`src/rtl/pix_seq_pkg.sv`:
```
// Shared encodings and defaults for the picture sequencer.
// Optional reverse stepping is enabled by defining PIX_SEQ_REVERSE_EN.
package pix_seq_pkg;

    typedef enum logic {
        MODE_AUTO   = 1'b0,
        MODE_MANUAL = 1'b1
    } mode_e;

    // Debouncer: released waits for a stable low, held waits for a stable high.
    typedef enum logic {
        KEY_RELEASED = 1'b0,
        KEY_HELD     = 1'b1
    } key_state_e;

    localparam int unsigned DEF_PIX_NUM      = 11;
    localparam int unsigned DEF_PIX_W        = 4;
    localparam int unsigned DEF_DWELL_FRAMES = 300;
    localparam int unsigned DEF_DEB_CYCLES   = 1485000;

    // Counter width able to hold 0..n-1, never narrower than one bit.
    function automatic int unsigned cnt_width(int unsigned n);
        return (n > 1) ? $clog2(n) : 1;
    endfunction

endpackage

```
`src/rtl/pix_seq_if.sv`:
```
// Picture sequencer frame/key/picture bus.
// key_prev exists only when PIX_SEQ_REVERSE_EN is defined.
interface pix_seq_if import pix_seq_pkg::*; #(
    parameter int unsigned PIX_W = DEF_PIX_W
) ();

    logic             vsync;
    logic             key_mode;
    logic             key_next;
`ifdef PIX_SEQ_REVERSE_EN
    logic             key_prev;
`endif
    logic [PIX_W-1:0] pix_num;
    logic             pix_update;
    logic             mode;

    // Driver of frame sync and buttons, consumer of the picture index.
    modport master (
        output vsync, key_mode, key_next,
`ifdef PIX_SEQ_REVERSE_EN
        output key_prev,
`endif
        input  pix_num, pix_update, mode
    );

    // The sequencer itself.
    modport slave (
        input  vsync, key_mode, key_next,
`ifdef PIX_SEQ_REVERSE_EN
        input  key_prev,
`endif
        output pix_num, pix_update, mode
    );

endinterface

```
`src/rtl/key_filter.sv`:
```
// Button debouncer: one registered press pulse per stable press.
// A press needs DEB_CYCLES consecutive low samples; re-arming needs
// DEB_CYCLES consecutive high samples. Any bounce restarts the count.
module key_filter import pix_seq_pkg::*; #(
    parameter int unsigned DEB_CYCLES = DEF_DEB_CYCLES
) (
    input  logic vga_clk,
    input  logic sys_rst_n,
    input  logic key_in,
    output logic key_press
);

    localparam int unsigned        CNT_W    = cnt_width(DEB_CYCLES);
    localparam logic [CNT_W-1:0]   CNT_LAST = CNT_W'(DEB_CYCLES - 1);

    key_state_e       state_q, state_d;
    logic [CNT_W-1:0] cnt_q, cnt_d;
    logic             press_q, press_d;

    // State, stability counter and press pulse registers.
    always_ff @(posedge vga_clk or negedge sys_rst_n) begin
        if (!sys_rst_n) begin
            state_q <= KEY_RELEASED;
            cnt_q   <= '0;
            press_q <= 1'b0;
        end else begin
            state_q <= state_d;
            cnt_q   <= cnt_d;
            press_q <= press_d;
        end
    end

    // Count consecutive samples at the level awaited by the current state.
    always_comb begin
        state_d = state_q;
        cnt_d   = cnt_q;
        press_d = 1'b0;
        unique case (state_q)
            KEY_RELEASED: begin
                if (key_in) begin
                    cnt_d = '0;
                end else if (cnt_q == CNT_LAST) begin
                    state_d = KEY_HELD;
                    cnt_d   = '0;
                    press_d = 1'b1;
                end else begin
                    cnt_d = cnt_q + 1'b1;
                end
            end
            KEY_HELD: begin
                if (!key_in) begin
                    cnt_d = '0;
                end else if (cnt_q == CNT_LAST) begin
                    state_d = KEY_RELEASED;
                    cnt_d   = '0;
                end else begin
                    cnt_d = cnt_q + 1'b1;
                end
            end
        endcase
    end

    assign key_press = press_q;

endmodule

```
`src/rtl/pix_sequencer.sv`:
```
// Picture rotation sequencer: auto dwell per picture or manual stepping,
// with pix_num changing only on a frame tick so the display never tears.
// Define PIX_SEQ_REVERSE_EN to add the key_prev backward-step button.
module pix_sequencer import pix_seq_pkg::*; #(
    parameter int unsigned PIX_NUM      = DEF_PIX_NUM,
    parameter int unsigned PIX_W        = DEF_PIX_W,
    parameter int unsigned DWELL_FRAMES = DEF_DWELL_FRAMES,
    parameter int unsigned DEB_CYCLES   = DEF_DEB_CYCLES
) (
    input logic        vga_clk,
    input logic        sys_rst_n,
    pix_seq_if.slave   bus
);

    localparam int unsigned        FRAME_W    = cnt_width(DWELL_FRAMES);
    localparam logic [FRAME_W-1:0] FRAME_LAST = FRAME_W'(DWELL_FRAMES - 1);
    localparam logic [PIX_W-1:0]   PIX_LAST   = PIX_W'(PIX_NUM - 1);

    logic               vsync_q;
    logic               frame_tick;
    logic               mode_press;
    logic               next_press;
    mode_e              mode_q, mode_d;
    logic [FRAME_W-1:0] frame_cnt_q, frame_cnt_d;
    logic               pend_fwd_q, pend_fwd_d;
    logic [PIX_W-1:0]   pix_q, pix_d;
    logic               upd_q, upd_d;
    logic               step_fwd;
`ifdef PIX_SEQ_REVERSE_EN
    logic               prev_press;
    logic               pend_rev_q, pend_rev_d;
    logic               step_rev;
`endif

    key_filter #(.DEB_CYCLES(DEB_CYCLES)) u_key_mode (
        .vga_clk   (vga_clk),
        .sys_rst_n (sys_rst_n),
        .key_in    (bus.key_mode),
        .key_press (mode_press)
    );

    key_filter #(.DEB_CYCLES(DEB_CYCLES)) u_key_next (
        .vga_clk   (vga_clk),
        .sys_rst_n (sys_rst_n),
        .key_in    (bus.key_next),
        .key_press (next_press)
    );

`ifdef PIX_SEQ_REVERSE_EN
    key_filter #(.DEB_CYCLES(DEB_CYCLES)) u_key_prev (
        .vga_clk   (vga_clk),
        .sys_rst_n (sys_rst_n),
        .key_in    (bus.key_prev),
        .key_press (prev_press)
    );
`endif

    // Rising edge of vsync marks the start of a frame.
    assign frame_tick = bus.vsync & ~vsync_q;

    // Sequencer state registers.
    always_ff @(posedge vga_clk or negedge sys_rst_n) begin
        if (!sys_rst_n) begin
            vsync_q     <= 1'b0;
            mode_q      <= MODE_AUTO;
            frame_cnt_q <= '0;
            pend_fwd_q  <= 1'b0;
            pix_q       <= '0;
            upd_q       <= 1'b0;
`ifdef PIX_SEQ_REVERSE_EN
            pend_rev_q  <= 1'b0;
`endif
        end else begin
            vsync_q     <= bus.vsync;
            mode_q      <= mode_d;
            frame_cnt_q <= frame_cnt_d;
            pend_fwd_q  <= pend_fwd_d;
            pix_q       <= pix_d;
            upd_q       <= upd_d;
`ifdef PIX_SEQ_REVERSE_EN
            pend_rev_q  <= pend_rev_d;
`endif
        end
    end

    // Mode FSM, dwell counter, pending steps and picture index.
    always_comb begin
        mode_d      = mode_q;
        frame_cnt_d = frame_cnt_q;
        pend_fwd_d  = pend_fwd_q;
        pix_d       = pix_q;
        step_fwd    = 1'b0;
`ifdef PIX_SEQ_REVERSE_EN
        pend_rev_d  = pend_rev_q;
        step_rev    = 1'b0;
`endif
        if (mode_press) begin
            // A toggle wins over a coinciding tick: no advance this frame.
            mode_d      = (mode_q == MODE_AUTO) ? MODE_MANUAL : MODE_AUTO;
            frame_cnt_d = '0;
            pend_fwd_d  = 1'b0;
`ifdef PIX_SEQ_REVERSE_EN
            pend_rev_d  = 1'b0;
`endif
        end else if (mode_q == MODE_AUTO) begin
            if (frame_tick) begin
                if (frame_cnt_q == FRAME_LAST) begin
                    frame_cnt_d = '0;
                    step_fwd    = 1'b1;
                end else begin
                    frame_cnt_d = frame_cnt_q + 1'b1;
                end
            end
        end else begin
            frame_cnt_d = '0;
            if (frame_tick) begin
                // A press landing on the tick itself is kept for the next tick.
`ifdef PIX_SEQ_REVERSE_EN
                step_fwd   = pend_fwd_q & ~pend_rev_q;
                step_rev   = pend_rev_q & ~pend_fwd_q;
                pend_rev_d = prev_press;
`else
                step_fwd   = pend_fwd_q;
`endif
                pend_fwd_d = next_press;
            end else begin
                pend_fwd_d = pend_fwd_q | next_press;
`ifdef PIX_SEQ_REVERSE_EN
                pend_rev_d = pend_rev_q | prev_press;
`endif
            end
        end

        if (step_fwd) begin
            pix_d = (pix_q == PIX_LAST) ? '0 : pix_q + 1'b1;
        end
`ifdef PIX_SEQ_REVERSE_EN
        if (step_rev) begin
            pix_d = (pix_q == '0) ? PIX_LAST : pix_q - 1'b1;
        end
        upd_d = step_fwd | step_rev;
`else
        upd_d = step_fwd;
`endif
    end

    assign bus.pix_num    = pix_q;
    assign bus.pix_update = upd_q;
    assign bus.mode       = mode_q;

endmodule
```
`src/flat_wrapper.sv`:
```
// flat-port wrapper written by rule: the top's interface ports become plain ports
module pix_sequencer_flat import pix_seq_pkg::*;
#(
    parameter int unsigned PIX_NUM      = DEF_PIX_NUM,
    parameter int unsigned PIX_W        = DEF_PIX_W,
    parameter int unsigned DWELL_FRAMES = DEF_DWELL_FRAMES,
    parameter int unsigned DEB_CYCLES   = DEF_DEB_CYCLES
)
  (vga_clk, sys_rst_n, bus_vsync, bus_key_mode, bus_key_next, bus_pix_num, bus_pix_update, bus_mode);
  pix_seq_if #(.PIX_W(PIX_W)) bus_i ();
  input logic vga_clk;
  input logic sys_rst_n;
  input wire logic [$bits(bus_i.vsync)-1:0] bus_vsync;
  input wire logic [$bits(bus_i.key_mode)-1:0] bus_key_mode;
  input wire logic [$bits(bus_i.key_next)-1:0] bus_key_next;
  output wire logic [$bits(bus_i.pix_num)-1:0] bus_pix_num;
  output wire logic [$bits(bus_i.pix_update)-1:0] bus_pix_update;
  output wire logic [$bits(bus_i.mode)-1:0] bus_mode;
  assign bus_i.vsync = bus_vsync;
  assign bus_i.key_mode = bus_key_mode;
  assign bus_i.key_next = bus_key_next;
  assign bus_pix_num = bus_i.pix_num;
  assign bus_pix_update = bus_i.pix_update;
  assign bus_mode = bus_i.mode;
  pix_sequencer #(.PIX_NUM(PIX_NUM), .PIX_W(PIX_W), .DWELL_FRAMES(DWELL_FRAMES), .DEB_CYCLES(DEB_CYCLES)) u_core (.vga_clk(vga_clk), .sys_rst_n(sys_rst_n), .bus(bus_i));
endmodule
```
`config.mk`:
```
export PLATFORM = sky130hd
export DESIGN_NAME = pix_sequencer_flat
export DESIGN_NICKNAME = d
export VERILOG_FILES = /design/src/rtl/pix_seq_pkg.sv /design/src/rtl/pix_seq_if.sv /design/src/rtl/key_filter.sv /design/src/rtl/pix_sequencer.sv /design/src/flat_wrapper.sv
export SDC_FILE = /design/constraint.sdc
export NUM_CORES = 1
export LEC_CHECK = 0
export BUFFER_PORTS_ARGS = -buffer_cell sky130_fd_sc_hd__buf_4
export CAP_MARGIN = 20
export CORE_MARGIN = 2
export CORE_UTILIZATION = 49
export DETAILED_ROUTE_END_ITERATION = 6
export MAX_ROUTING_LAYER = met4
export PLACE_DENSITY = 0.7
export SKIP_CTS_REPAIR_TIMING = 1
export SLEW_MARGIN = 40
export SYNTH_ARGS = -nofsm -noshare
export SYNTH_HDL_FRONTEND = slang
export SYNTH_SLANG_ARGS = --single-unit
```
`constraint.sdc`:
```
create_clock -name vga_clk -period 4.2 [get_ports vga_clk]
set_clock_uncertainty 0.15 [all_clocks]
set_input_delay 0.42 -clock vga_clk [delete_from_list [all_inputs] [get_ports vga_clk]]
set_output_delay 0.42 -clock vga_clk [all_outputs]
set_load 0.01 [all_outputs]
```
==> impl_metrics.tcl <==
set metrics [dict create \
    multi_input_area_mm2 0.001528 \
    yosysWarnings 0 \
    start_util_pct 50.40 \
    drc 0 \
    ioPinCount 11 \
    seqCellArea_mm2 0.001577 \
    vias_per_cell 5.792 \
    yosysMostFrequentCell "dfrtp_1" \
    num_rows 29 \
    fmaxAchievable_mhz 440.6 \
    clkTransAtPathRegs_ns 0.07 \
    ir_worst_vdd_mv 0.2071 \
    antenna_found_initial 0 \
    drv_cap 0 \
    ys_ff_latch 63 \
    r2r_setup_slack_ns 1.93 \
    end_kind "flip-flop" \
    slew_headroom_pct 53.10 \
    synth_cells 324 \
    slew_violations 0 \
    die_area_mm2 0.007154 \
    clock_latency_ns 0.34 \
    vias 2421 \
    cp.arrival_ns 2.34 \
    outcome "completed" \
    dieHeight_um 84.58 \
    critPathRequiredTime_ns 4.27 \
    gr-total-overflow 0 \
    power.leakage_nw 1.420 \
    drive_gt1_share_pct 10.56 \
    cts_sinks 63 \
    instances_no_fill 418 \
    syn_area_per_cell_um2 9.820 \
    crit_path_max_fanout 12 \
    root_buffer "clkbuf_8" \
    die_x_um 84.58 \
    antennaDiodeCount 0 \
    netlist_top_cells_area "dfrtp_1 50%, xnor2_1 5.0%, xor2_1 5.0%" \
    pwr_density_cell_mw_per_mm2 356.1 \
    finalPower_mw 1.265 \
    hp-class "in -> reg" \
    worst_slew_pin_slew_ns 0.6993 \
    path_cells "ha_1 -> and4_1 -> nand2_1 -> o31ai_2 -> buf_4 -> nor2_1" \
    gp_congestion 0.8624 \
    synthArstFlopShare_pct 100.0 \
    final_util_pct 56.28 \
    synth_edf_count 0 \
    numCtsBuffers 9 \
    dr.pass1.iters 4 \
    nNetsFinal 345 \
    grt_max_degree 64 \
    wire_per_inst_um 14.51 \
    routed_wl_um 6065 \
    grtUsageTotal_pct 19.04 \
    drt_iter0_drc 126 \
    cts_max_level 3 \
    rr_worst_depth 6 \
    synth_cell_type_count 44 \
    syn-num-nets 332 \
    synth_flop_cell "dfrtp_1" \
    start_kind "flip-flop" \
    synth_area_mm2 0.003182 \
    rsz0062_at_grt "no" \
    tritoncts "yes" \
    syn2layout_area_growth_pct 11.68 \
    slowest_delay_ns 0.59 \
    max-clock-path-buffers 2 \
    critPathKind "reg -> reg" \
    synth_top_area_share_pct 49.55 \
    core_area_mm2 0.006314 \
    grt_pass1_wl_um 10460 \
    ant_nets 0 \
    synth_top_area_cell "dfrtp_1" \
    fillCellCount 547 \
    cpMaxStageDelayCell "o31ai_2" \
    yosysSeqAreaShare_pct 49.55 \
    tns_ns 0 \
    grt_pass1_vias 2288 \
    synth_commonest_cells "63 x dfrtp_1, 36 x nor2_1, 18 x nand3_1, 18 x xnor2_1, 18 x xor2_1" \
    final-setup-viol-count 0 \
    dp_cells 402 \
    port_buffers 10 \
    fin_crit_sh_pct 54.04 \
    hold_viol 0 \
    hold_depth 1 \
    place_hpwl_um 4188 \
    min_period_ns 2.269 \
]
## worst max-delay path: cells and delay by family, from the launching register on
family	cells	cell delay, ns
flops	1	0.39
buf+inv	1	0.31
fa+ha+maj	1	0.26
compound gates	1	0.59
simple gates	3	0.44
## state kept, by name, indices dropped and copies added, names as in the netlist, named ones only
signal	cells
u_core.vsync_q	1
u_core.bus.pix_num	4
u_core.bus.mode	1
u_core.frame_cnt_q	9
u_core.u_key_next.cnt_q	21
u_core.u_key_next.key_press	1
u_core.u_key_mode.cnt_q	21
u_core.bus.pix_update	1
u_core.pend_fwd_q	1
u_core.u_key_mode.key_press	1
## path summary, 6_finish.rpt
| kind | start | end |
|---|---|---|
| min | bus_vsync | u_core.vsync_q$_DFF_PN0_ |
| min reg2reg | u_core.u_key_next.cnt_q[0]$_DFF_PN0_ | u_core.u_key_next.cnt_q[0]$_DFF_PN0_ |
| max | u_core.u_key_mode.cnt_q[0]$_DFF_PN0_ | u_core.u_key_mode.cnt_q[10]$_DFF_PN0_ |
| max in group asynchronous | sys_rst_n | u_core.u_key_mode.cnt_q[8]$_DFF_PN0_ |
| max reg2reg | u_core.u_key_mode.cnt_q[0]$_DFF_PN0_ | u_core.u_key_mode.cnt_q[10]$_DFF_PN0_ |
| min in group asynchronous | sys_rst_n | u_core.frame_cnt_q[6]$_DFFE_PN0P_ |
## cells by family (layout without fill, tap and decap cells)
group                    after synthesis  after routing  synth area share [%]
AO/OA/AOI/OAI                         50             50                 9.477
multiplexers                           1              1                0.3539
flip-flops                            63             63                 49.55
adder cells (fa/ha/maj)                3              3                 1.180
XOR/XNOR                              36             36                 9.909
buffers and inverters                 21             38                 2.753
AND/OR/NAND/NOR                      150            150                 26.78
## stage by stage
| step | hold WS (ns) | setup slack (ns) | cell area, µm² |
|---|---|---|---|
| after global placement | 0.3103 | 1.957 | 3328 |
| after global routing | 0.03743 | 1.781 | 3553 |
| after detailed placement | 0.3251 | 1.936 | 3328 |
| final | 0.05475 | 1.931 | 3553 |
| after CTS | 0.02333 | 1.915 | 3540 |
| after floorplan | -0.02559 | 2.261 | 3182 |
## per-layer routing
metal / share of wire, % / global-route usage, % / wire length, µm
met4: 2.6 / 10.68 / 160
met1: 48 / 24.82 / 2910
met3: 3.6 / 5.211 / 220
met5: 0 / - / 0
met2: 46 / 26.77 / 2774
## power breakdown
group	switching, mW	leakage, nW	internal (mW)	total, mW
Combinational	0.0391	0.460	0.0273	0.0664
Clock	0.218	0.109	0.345	0.563
Sequential	0.0173	0.851	0.619	0.636
Total	0.274	1.42	0.991	1.27
## area by class of cell
| cell class | count | area share [%] |
|---|---|---|
| clock inverter | 4 | 1.972 |
| clock buffer | 11 | 3.979 |
| sequential | 63 | 44.37 |
| timing repair buffer | 13 | 2.923 |
| inverter | 10 | 1.056 |
| multi-input combinational | 240 | 42.99 |
| tap | 77 | 2.711 |
## placed cells by master (no fill, tap or decap), drive strengths merged, types with 12 or more instances in the layout
cell type / synthesis / routed
a21oi: 16 / 16
buf: 5 / 12
dfrtp: 63 / 63
nand2: 15 / 15
nand3: 19 / 19
nand4: 16 / 16
nor2: 36 / 36
o21ai: 17 / 17
xnor2: 18 / 18
xor2: 18 / 18
Note: power is estimated with default switching activity, not from simulation.
